==> config.mk <==
export PLATFORM = sky130hd
export DESIGN_NAME = lr_dma_arbiter
export DESIGN_NICKNAME = d
export VERILOG_FILES = /design/src/rtl/lr_dma_arbiter.sv
export SDC_FILE = /design/constraint.sdc
export NUM_CORES = 1
export LEC_CHECK = 0
export BUFFER_PORTS_ARGS = -buffer_cell sky130_fd_sc_hd__buf_2
export CAP_MARGIN = 0
export CORE_AREA = 4 4 71 89
export DETAILED_ROUTE_END_ITERATION = 7
export DIE_AREA = 0 0 75 93
export GPL_TIMING_DRIVEN = 1
export HOLD_SLACK_MARGIN = 0.08
export PLACE_DENSITY = 0.67
export SYNTH_ARGS = -nofsm -noshare
export SYNTH_HDL_FRONTEND = slang
export SYNTH_SLANG_ARGS = --single-unit
==> constraint.sdc <==
create_clock -name clock4 -period 2.88 [get_ports clock4]
set_clock_uncertainty 0.2 [all_clocks]
set_input_delay 0.576 -clock clock4 [delete_from_list [all_inputs] [get_ports clock4]]
set_output_delay 0.576 -clock clock4 [all_outputs]
set_load 0.03 [all_outputs]
==> src/rtl/lr_dma_arbiter.sv <==
// lr_dma_arbiter: owns the OAM DMA register and sequences the 160-byte OAM copy.
//   It also arbitrates the low bus (0x0000-0xFEFF) between the CPU and the DMA engine.
// Latency: the first OAM write lands START_DELAY+1 cycles after the posedge that samples
//   the DMA register store. After that, the engine makes one OAM write per cycle.
// Backpressure: none on the high page. CPU low-page accesses during XFER are blocked:
//   reads return 8'hFF and stores are dropped. When DMA_CPU_PRIORITY_EN is defined,
//   the CPU access wins that slot and the DMA slot stalls instead.
// Ports: clock4/resetn (async active-low); cpu_* is the CPU side; mem_* is the low bus;
//   hi_* is the 0xFF00-0xFFFF page (always CPU-owned); oam_* is the OAM write port;
//   dma_active is high while a copy is in progress.
// Optional feature macro: DMA_CPU_PRIORITY_EN.
module lr_dma_arbiter #(
  parameter int          DMA_LEN     = 160,
  parameter int          START_DELAY = 1,
  parameter logic [15:0] DMA_REG     = 16'hFF46
) (
  input  logic        clock4,
  input  logic        resetn,
  input  logic [15:0] cpu_address,
  input  logic [7:0]  cpu_outdata,
  input  logic        cpu_load,
  input  logic        cpu_store,
  output logic [7:0]  cpu_indata,
  output logic [15:0] mem_address,
  output logic [7:0]  mem_wdata,
  output logic        mem_load,
  output logic        mem_store,
  input  logic [7:0]  mem_rdata,
  output logic [7:0]  hi_address,
  output logic [7:0]  hi_wdata,
  output logic        hi_load,
  output logic        hi_store,
  input  logic [7:0]  hi_rdata,
  output logic [7:0]  oam_addr,
  output logic [7:0]  oam_wdata,
  output logic        oam_we,
  output logic        dma_active
);

  localparam int CW = (START_DELAY < 2) ? 1 : $clog2(START_DELAY + 1);
  localparam logic [7:0] LAST_IDX = 8'(DMA_LEN - 1);

  typedef enum logic [1:0] {IDLE, START, XFER} state_t;

  state_t          state, state_nxt;
  logic [7:0]      src;
  logic [7:0]      idx;
  logic [CW-1:0]   start_cnt;

  logic            is_dma_reg, is_hi, is_lo;
  logic            dma_wr;
  logic            stall;
  logic            slot;
  logic [7:0]      eff_src;

  assign is_dma_reg = (cpu_address == DMA_REG);
  assign is_hi      = (cpu_address[15:8] == 8'hFF) && !is_dma_reg;
  assign is_lo      = (cpu_address[15:8] != 8'hFF);
  assign dma_wr     = cpu_store && is_dma_reg;

  // 0xE0xx-0xFFxx sources read through the echo of work RAM.
  assign eff_src    = (src < 8'hE0) ? src : (src - 8'h20);

`ifdef DMA_CPU_PRIORITY_EN
  assign stall = (state == XFER) && is_lo && (cpu_load || cpu_store);
`else
  assign stall = 1'b0;
`endif

  assign slot       = (state == XFER) && !stall;
  assign dma_active = (state == XFER);

  always_ff @(posedge clock4 or negedge resetn) begin
    if (!resetn) begin
      state <= IDLE;
    end else begin
      state <= state_nxt;
    end
  end

  always_comb begin
    state_nxt = state;
    case (state)
      IDLE:    state_nxt = IDLE;
      START:   if (start_cnt <= CW'(1)) state_nxt = XFER;
      XFER:    if (slot && (idx == LAST_IDX)) state_nxt = IDLE;
      default: state_nxt = IDLE;
    endcase
    // A register write restarts from any state. The current slot still completes,
    // because the OAM write is combinational within this cycle.
    if (dma_wr) state_nxt = START;
  end

  always_ff @(posedge clock4 or negedge resetn) begin
    if (!resetn) begin
      src       <= 8'hFF;
      idx       <= 8'h00;
      start_cnt <= '0;
    end else begin
      if (dma_wr) begin
        src       <= cpu_outdata;
        idx       <= 8'h00;
        start_cnt <= CW'(START_DELAY);
      end else begin
        if (slot) idx <= (idx == LAST_IDX) ? 8'h00 : idx + 8'h01;
        if ((state == START) && (start_cnt != '0)) start_cnt <= start_cnt - CW'(1);
      end
    end
  end

  always_comb begin
    mem_address = 16'h0000;
    mem_wdata   = 8'h00;
    mem_load    = 1'b0;
    mem_store   = 1'b0;
    oam_addr    = 8'h00;
    oam_wdata   = 8'h00;
    oam_we      = 1'b0;
    hi_address  = cpu_address[7:0];
    hi_wdata    = cpu_outdata;
    hi_load     = cpu_load && is_hi;
    hi_store    = cpu_store && is_hi;

    if (slot) begin
      mem_address = {eff_src, idx};
      mem_load    = 1'b1;
      oam_addr    = idx;
      oam_wdata   = mem_rdata;
      oam_we      = 1'b1;
    end else if (is_lo) begin
      mem_address = cpu_address;
      mem_wdata   = cpu_outdata;
      mem_load    = cpu_load;
      mem_store   = cpu_store;
    end

    if (is_dma_reg)  cpu_indata = src;
    else if (is_hi)  cpu_indata = hi_rdata;
    else if (slot)   cpu_indata = 8'hFF;  // bus is owned by the DMA slot
    else             cpu_indata = mem_rdata;
  end

endmodule

==> summary.md, run 1 <==
| Metric | Value |
|---|---|
| Run status | `finished, final reports clean` |
| RSZ-0062 raised after global routing | `false` |
| Final hold viol count | `0` |
| Setup Viol. Count Final | `0` |
| Storage cell area | `460 um^2` |
| Min Tclk post-route | `2.75 ns` |
| CTS buffer count | `3` |
| Crit Path Max Fanout | `8` |
| Antenna cells | `0` |
| Final Slew Violations | `0` |
| Input/output buffers | `113` |
| Clk Latency, worst-skew pair | `~0.25 ns` |
| Final GP Congestion | `0.805` |
| Syn avg cell area | `8.63 um^2` |
| CP startpoint kind | `primary input` |
| Max cap viols | `0` |
| Die area | `0.00698 mm^2` |
| Asr flop ratio synth | `1.00` |
| Post-synth EDFFs | `0` |
| Clock transition at path regs | `0.07 ns` |
| Setup TNS | `0 ns` |
| Top FF cell, synth | `dfrtp_1` |
| Power Dens Cells | `565 mW/mm^2` |
| Area of the multi-input gates | `876 um^2` |
| Synth-to-Final Area Change | `37.9%` |
| Antenna-violating nets left | `0` |
| Netlist Area Pre-Place | `0.00154 mm^2` |
| Post-synthesis cell type count | `35` |
| Largest cells by area after synthesis | `dfrtp_1 16%, dfstp_2 14%, and2_1 9.8%, buf_4 8.3%, mux2i_1 4.6%` |
| Post-DP HPWL | `3960 um` |
| Die Y | `between 90 and 100 um` |
| Syn. warnings | `0` |
| Via density | `4.88` |
| DR DRC count | `0` |
| Utilization after layout | `0.389` |
| Core Area | `0.00544 mm^2` |
| Leakage | `1.15 nW` |
| Vias | `1,651` |
| Tot GR Track Use | `0.137` |
| Most frequent cell after synthesis | `and2_1` |
| FP Rows | `30` |
| WL/cell | `14.5 um` |
| Worst rel slew slack | `0.643` |
| First-pass GRT wire length | `between 7000 and 8000 um` |
| Final Cycle Share | `0.954` |
| Mapped Cells | `~180` |
| Initial Utilization | `0.282` |
| Worst path arrival time | `1.97 ns` |
| Filler cells | `581` |
| Worst Tran Pin Value | `0.534 ns` |
| Iter 0 DRT Violations | `77` |
| Largest net degree at the start of global routing | `35` |
| Yosys top cell by area | `dfrtp_1` |
| Fmax | `about 0.36 GHz` |
| Seq cells post-synth | `18` |
| Clk root buf | `clkbuf_8` |
| Yosys top cell area share | `0.163` |
| H-tree depth | `1` |
| I/O pin cnt | `114` |
| Layout cells sized above 1 | `0.500` |
| Wirelength, routed | `between 4000 and 5000 um` |
| Sequential share of the synthesized area | `0.300` |
| CTS sink cnt | `18` |
| Nature of the critical path endpoint | `output port` |
| CTS tree | `yes` |
| Critical path required time | `between 2 and 2.5 ns` |
| DR pass1 iterations | `4` |
| Max IR drop VDD | `195 uV` |
| Initial antenna violation count | `0` |
| Setup repair bufs after CTS | `0` |
| GR Overflow Total | `0` |
| Most frequent cells after synthesis | `24 x and2_1, 17 x buf_4, 13 x a21oi_1, 10 x dfrtp_1, 10 x nor2_1` |
| Crit Path Class | `in -> out` |
| Vias in the first global route | `1,623` |
| Hold Crit Class | `reg -> reg` |
| Die W | `75 um` |
| Total power | `1.20 mW` |
| Max clock buf depth | `2` |
| Syn nets | `224` |
| Fin nets | `between 300 and 400` |
-- power by group --
part / leakage, nW / internal, mW / switching, mW / total [mW]
combinational: 0.919 / 0.205 / 0.425 / 0.630
sequential: 0.206 / 0.299 / 0.0612 / 0.360
clock: 0.0288 / 0.121 / 0.0847 / 0.206
total: 1.15 / 0.626 / 0.571 / 1.20
-- metal layers --
metal | share of wire | GRT usage | wire, um
met4 | 0.024 | 0.0579 | 116
met1 | 0.38 | 0.158 | 1860
met2 | 0.52 | 0.246 | 2560
met5 | 0 | 0 | 0
met3 | 0.073 | 0.0161 | 355
-- state kept, by name (all words and copies together), names as in the netlist --
| register | flops |
|---|---|
| idx | 8 |
| src | 8 |
| state | 2 |
-- logic make-up (layout without fill, tap and decap cells) --
family                     count (synthesis)  in the layout  synth area share
and+or+nand+nor                           70             70             0.267
muxes                                     15             15             0.104
buffers and inverters                     33            129             0.132
DFF                                       18             18             0.300
xor gates and xnor gates                   3              3            0.0171
AOI/OAI and AO/OA                         37             37             0.164
adders and majority gates                  2              2            0.0163
-- critical path, cell delays in order --
cell and delay, ns:
buf_2 0.13, nor4b_4 0.36, nand2_1 0.33, mux2i_1 0.20, a21oi_1 0.17, buf_2 0.22
-- cell type report --
class / count / share of cell area
Clock buffer: 4 / 0.0260
Inverter: 6 / 0.0106
Multi-Input combinational cell: 127 / 0.413
Sequential cell: 18 / 0.217
Tap cell: 64 / 0.0378
Timing Repair Buffer: 119 / 0.295
-- path summary, 6_finish.rpt --
kind | from | endpoint | slack, ns | depth (start not counted)
min | state[0]$_DFFE_PN0P_ | state[1]$_DFFE_PN0P_ | 0.34 | 2
min reg2reg | state[0]$_DFFE_PN0P_ | state[1]$_DFFE_PN0P_ | 0.34 | 2
min in group asynchronous | resetn | idx[4]$_DFFE_PN0P_ | 0.58 | 2
max | cpu_address[3] | cpu_indata[3] | 0.13 | 6
max in group asynchronous | resetn | src[3]$_DFFE_PN1P_ | 1.57 | 2
max reg2reg | state[0]$_DFFE_PN0P_ | idx[5]$_DFFE_PN0P_ | 1.09 | 5
-- per-stage QoR --
| step | cells | worst slack (ns) | area [um^2] | hold slack (ns) |
|---|---|---|---|---|
| finish | 338 | 0.131 | 2120 | 0.335 |
| global route | 338 | 0.00836 | 2120 | 0.365 |
| CTS | 338 | 0.117 | 2120 | 0.334 |
| detailed placement | 333 | 0.0377 | 2050 | 0.313 |
| global placement | 333 | 0.0518 | 2050 | 0.295 |
| floorplan | 178 | 0.154 | 1540 | 0.0804 |
-- layout by cell type (no fill, tap or decap), types with 2 or more instances in the layout --
master,netlist,final
dfstp_2,8,8
inv_1,6,6
o21ai_0,4,4
mux2_2,5,5
mux2i_1,7,7
mux2_1,3,3
dfrtp_1,10,10
xor2_1,2,2
nor4_1,2,2
buf_2,0,113
a21oi_1,13,13
ha_1,2,2
nand4_1,5,5
a21o_1,8,8
nand2_1,4,4
buf_4,17,4
clkbuf_8,0,4
a32o_1,2,2
nor2_1,10,9
and2_1,24,24
nand2b_1,2,2
nor3_1,9,9
a22o_1,6,6
nand3_1,5,5
and3_1,4,4
-- repair_timing --
item                                   CTS  global route
gates resized for setup                  1             0
setup endpoints to repair                4             0
endpoints found under the hold margin   10             0
hold buffers                             1             0
No activity file was read; power rests on OpenSTA's default activity.
==> run 2: changes to the inputs <==
Settings changed: MAX_ROUTING_LAYER from default to met4.
==> summary.md, run 2 (same netlist as run 1, synthesis figures left out) <==
| Metric | Value |
|---|---|
| Filler cells | `581` |
| Met3 usage | `0.0161` |
| R2R setup slack | `between 1 and 1.5 ns` |
| Worst path arrival time | `1.97 ns` |
| Crit Path Class | `in -> out` |
| Gr busiest metal | `met2` |
| Hold Crit Class | `reg -> reg` |
| DR pass1 iterations | `4` |
| Initial Utilization | `0.282` |
| Clock transition at path regs | `0.07 ns` |
| Iter 0 DRT Violations | `82` |
| Leakage | `1.15 nW` |
| Final hold viol count | `0` |
| Critical path required time | `2.10 ns` |
| Post-DP HPWL | `3960 um` |
| WL/cell | `14.6 um` |
| Reg2reg path depth | `5` |
| Max clock buf depth | `2` |
| Layout cells sized above 1 | `0.500` |
| Utilization after layout | `0.389` |
| Commonest non-fill, non-tap cell in the layout | `buf_2` |
| FP Rows | `30` |
| DR DRC count | `0` |
| Tot GR Track Use | `0.140` |
| Core Area | `about 0.0054 mm^2` |
| CTS tree | `yes` |
| Final GP Congestion | `0.816` |
| Largest net degree at the start of global routing | `35` |
| GR Overflow Total | `0` |
| Die W | `75 um` |
| Min Tclk post-route | `2.75 ns` |
| Run status | `finished, final reports clean` |
| Clk root buf | `clkbuf_8` |
| Crit Path Max Fanout | `8` |
| Largest regs | `idx x8, src x8, state x2` |
| Worst Tran Pin Value | `0.526 ns` |
| H-tree depth | `1` |
| Hold path depth | `2` |
| Setup Viol. Count Final | `0` |
| # placed instances | `around 330` |
| Power Dens Cells | `565 mW/mm^2` |
| Met1 global-route usage | `0.157` |
| Final Slew Violations | `0` |
| Fin nets | `roughly 320` |
| R2r endpoint | `idx[5]$_DFFE_PN0P_` |
| CTS sink cnt | `18` |
| Setup TNS | `0 ns` |
| HP Start | `state[0]$_DFFE_PN0P_` |
| Setup repair bufs after CTS | `0` |
| First-pass GRT wire length | `approximately 7600 um` |
| Sink of the worst hold path | `state[1]$_DFFE_PN0P_` |
| Vias | `approximately 1,600` |
| Input/output buffers | `113` |
| RSZ-0062 raised after global routing | `false` |
| Initial antenna violation count | `0` |
| Cell Count, Final, Fillers Out | `338` |
| Synth-to-Final Area Change | `37.9%` |
| Final Cycle Share | `0.953` |
| Grt met2 use | `0.245` |
| Worst rel slew slack | `0.649` |
| Most frequent cells in the layout | `113 x buf_2, 24 x and2_1, 13 x a21oi_1, 10 x dfrtp_1` |
| CP startpoint kind | `primary input` |
| Reg2reg start | `state[0]$_DFFE_PN0P_` |
| Final WS setup | `roughly 0.13 ns` |
| Antenna cells | `0` |
| Max cap viols | `0` |
| Clk Latency, worst-skew pair | `0.25 ns` |
| Place WS | `0.0377 ns` |
| Wirelength, routed | `4920 um` |
| Nature of the critical path endpoint | `output port` |
| Fmax | `0.364 GHz` |
| Max IR drop VDD | `195 uV` |
| Die area | `~0.007 mm^2` |
| I/O pin cnt | `about 110` |
| Antenna-violating nets left | `0` |
| Die Y | `93 um` |
| Vias in the first global route | `1,625` |
| Via density | `4.86` |
| CTS buffer count | `3` |
[run 2: worst max-delay path, stage by stage]
cell and delay (ns):
buf_2 0.13, nor4b_4 0.36, nand2_1 0.33, mux2i_1 0.20, a21oi_1 0.16, buf_2 0.21
[run 2: area by class of cell]
type / instances / area (um^2) / share of cell area
Clock buffer: 4 / 55.1 / 0.0260
Sequential cell: 18 / 460 / 0.217
Multi-Input combinational cell: 127 / 876 / 0.413
Inverter: 6 / 22.5 / 0.0106
Tap cell: 64 / 80.1 / 0.0378
Timing Repair Buffer: 119 / 626 / 0.295
[run 2: power by group]
part / leakage (nW) / total (mW) / internal, mW / switching, mW
logic: 0.919 / 0.630 / 0.205 / 0.425
registers: 0.206 / 0.361 / 0.299 / 0.0614
clock network: 0.0288 / 0.207 / 0.121 / 0.0857
[run 2: timing repair]
| item | CTS | global route |
|---|---|---|
| endpoints found under the setup margin | 4 | 0 |
| gates resized for setup | 1 | 0 |
| hold buffers | 1 | 0 |
| hold endpoints to repair | 10 | 0 |
[run 2: routing by layer]
layer / wire length, um / share of wire / up-vias
met1: 1910 / 0.39 / 759
met4: 69 / 0.014 / 0
met3: 346 / 0.070 / 8
li1: - / - / 806
met5: 0 / 0 / -
met2: 2590 / 0.53 / 68
[run 2: worst max path at each step]
stage,startpoint,endpoint,slack (ns),cells past startpoint
finish,cpu_address[3],cpu_indata[3],0.13,6
global route,cpu_address[3],cpu_indata[1],0.008,6
CTS,cpu_address[3],cpu_indata[2],0.12,6
detailed placement,cpu_address[15],mem_address[13],0.04,7
global placement,cpu_address[15],mem_wdata[3],0.05,7
floorplan,cpu_address[14],cpu_indata[6],0.15,6
[run 2: metrics by stage]
| step | hold WS, ns | power [mW] | cell area [um^2] |
|---|---|---|---|
| global route | 0.365 | 1.27 | 2120 |
| floorplan | 0.0804 | 0.801 | 1540 |
| global placement | 0.295 | 0.989 | 2050 |
| CTS | 0.334 | 1.21 | 2120 |
| finish | 0.332 | 1.20 | 2120 |
| detailed placement | 0.313 | 0.994 | 2050 |
==> run 3: changes to the inputs <==
Settings changed: CORE_AREA 4 4 71 89 to 4 4 70 88, DIE_AREA 0 0 75 93 to 0 0 74 92, PLACE_DENSITY 0.67 to 0.69.
==> summary.md, run 3 (same netlist as run 1, synthesis figures left out) <==
| Metric | Value |
|---|---|
| Run status | `finished, final reports clean` |
| Critical path required time | `2.10 ns` |
| # placed instances | `approximately 330` |
| Vias in the first global route | `1,528` |
| Most frequent cells in the layout | `113 x buf_2, 24 x and2_1, 13 x a21oi_1, 10 x dfrtp_1` |
| CP startpoint kind | `primary input` |
| Total power | `1.20 mW` |
| Die W | `74 um` |
| Final WS setup | `0.267 ns` |
| Setup Viol. Count Final | `0` |
| Worst path arrival time | `1.84 ns` |
| Largest regs | `idx x8, src x8, state x2` |
| Max IR drop VDD | `about 210 uV` |
| Commonest non-fill, non-tap cell in the layout | `buf_2` |
| First-pass GRT wire length | `7520 um` |
| Hold Crit Class | `reg -> reg` |
| DR DRC count | `0` |
| Clock transition at path regs | `~0.07 ns` |
| Clk root buf | `clkbuf_8` |
| Max cap viols | `0` |
| Core Area | `0.00537 mm^2` |
| Nature of the critical path endpoint | `output port` |
| Final hold viol count | `0` |
| RSZ-0062 raised after global routing | `false` |
| Via density | `4.84` |
| Die area | `0.00681 mm^2` |
| Worst rel slew slack | `0.643` |
| Place WS | `between 0.09 and 0.1 ns` |
| CTS buffer count | `3` |
| Utilization after layout | `0.393` |
| Die Y | `92 um` |
| WL/cell | `14.2 um` |
| Fin nets | `320` |
| Post-DP HPWL | `3940 um` |
| Synth-to-Final Area Change | `37.1%` |
| Max clock buf depth | `2` |
| CTS sink cnt | `18` |
| Wirelength, routed | `4780 um` |
| Tot GR Track Use | `0.143` |
| Final Slew Violations | `0` |
| Power Dens Cells | `567 mW/mm^2` |
| I/O pin cnt | `114` |
| H-tree depth | `1` |
| Filler cells | `around 560` |
| FP Rows | `30` |
| CTS tree | `yes` |
| Initial antenna violation count | `0` |
| DR pass1 iterations | `4` |
| Antenna cells | `0` |
| Vias | `1,632` |
| Leakage | `~1.1 nW` |
| Clk Latency, worst-skew pair | `0.26 ns` |
| Initial Utilization | `0.286` |
| Crit Path Max Fanout | `8` |
| WL met3 | `314 um` |
| Top Metal Used | `met4` |
| Final GP Congestion | `around 0.8` |
| Min Tclk post-route | `2.61 ns` |
| Largest net degree at the start of global routing | `35` |
| Met1 Wirelength | `1900 um` |
| Setup repair bufs after CTS | `0` |
| Crit Path Class | `in -> out` |
| Antenna-violating nets left | `0` |
| Iter 0 DRT Violations | `50` |
| Final Cycle Share | `0.907` |
| Cell Count, Final, Fillers Out | `~340` |
| Layout cells sized above 1 | `0.502` |
| Routed wl met2 | `2520 um` |
| GR Overflow Total | `0` |
| Input/output buffers | `113` |
| Setup TNS | `0 ns` |
| Fmax | `0.383 GHz` |
| Worst Tran Pin Value | `between 0.5 and 0.6 ns` |
## run 3: worst paths after layout
| check | startpoint | to | slack (ns) | cells after the start |
|---|---|---|---|---|
| max | cpu_address[3] | cpu_indata[3] | 0.27 | 6 |
| min | state[0]$_DFFE_PN0P_ | state[1]$_DFFE_PN0P_ | 0.32 | 2 |
| max reg2reg | state[0]$_DFFE_PN0P_ | idx[7]$_DFFE_PN0P_ | 1.08 | 6 |
| min reg2reg | state[0]$_DFFE_PN0P_ | state[1]$_DFFE_PN0P_ | 0.32 | 2 |
| max in group asynchronous | resetn | src[4]$_DFFE_PN1P_ | 1.59 | 2 |
| min in group asynchronous | resetn | idx[4]$_DFFE_PN0P_ | 0.57 | 2 |
## run 3: power breakdown
group | switching (mW) | leakage, nW | internal [mW]
combinational | 0.424 | 0.912 | 0.204
clock | 0.0890 | 0.0288 | 0.122
sequential | 0.0585 | 0.206 | 0.299
total | 0.571 | 1.15 | 0.624
## run 3: layer usage
layer  GRT usage  vias to the layer above
li1            -                      805
met1       0.171                      767
met2       0.250                       56
met3      0.0110                        4
met4      0.0453                        0
met5           -                        -
## run 3: metrics by stage
stage	hold slack, ns	area, um^2
6_report	0.323	2110
2_1_floorplan	0.0804	1540
3_3_place_gp	0.309	2030
3_5_place_dp	0.318	2030
5_1_grt	0.362	2110
4_1_cts	0.334	2100
## run 3: timing repair
item | 4_1_cts | 5_1_grt
endpoints found under the hold margin | 10 | 0
gates resized for setup | 0 | 2
hold buffers | 1 | 0
setup endpoints to repair | 0 | 7
## run 3: worst max-delay path, cell delays in order
cell     delay, ns
buf_2         0.13
nor4b_4       0.37
nand2_2       0.22
mux2i_1       0.16
a21oi_1       0.16
buf_2         0.22
## run 3: layout make-up
cell class              count  area (um^2)  area share
multi-input cells         127          883       0.419
well taps                  64         80.1      0.0380
repair buffers            118          606       0.287
inverters                   6         22.5      0.0107
clock buffers               4         55.1      0.0261
flip-flops and latches     18          460       0.219
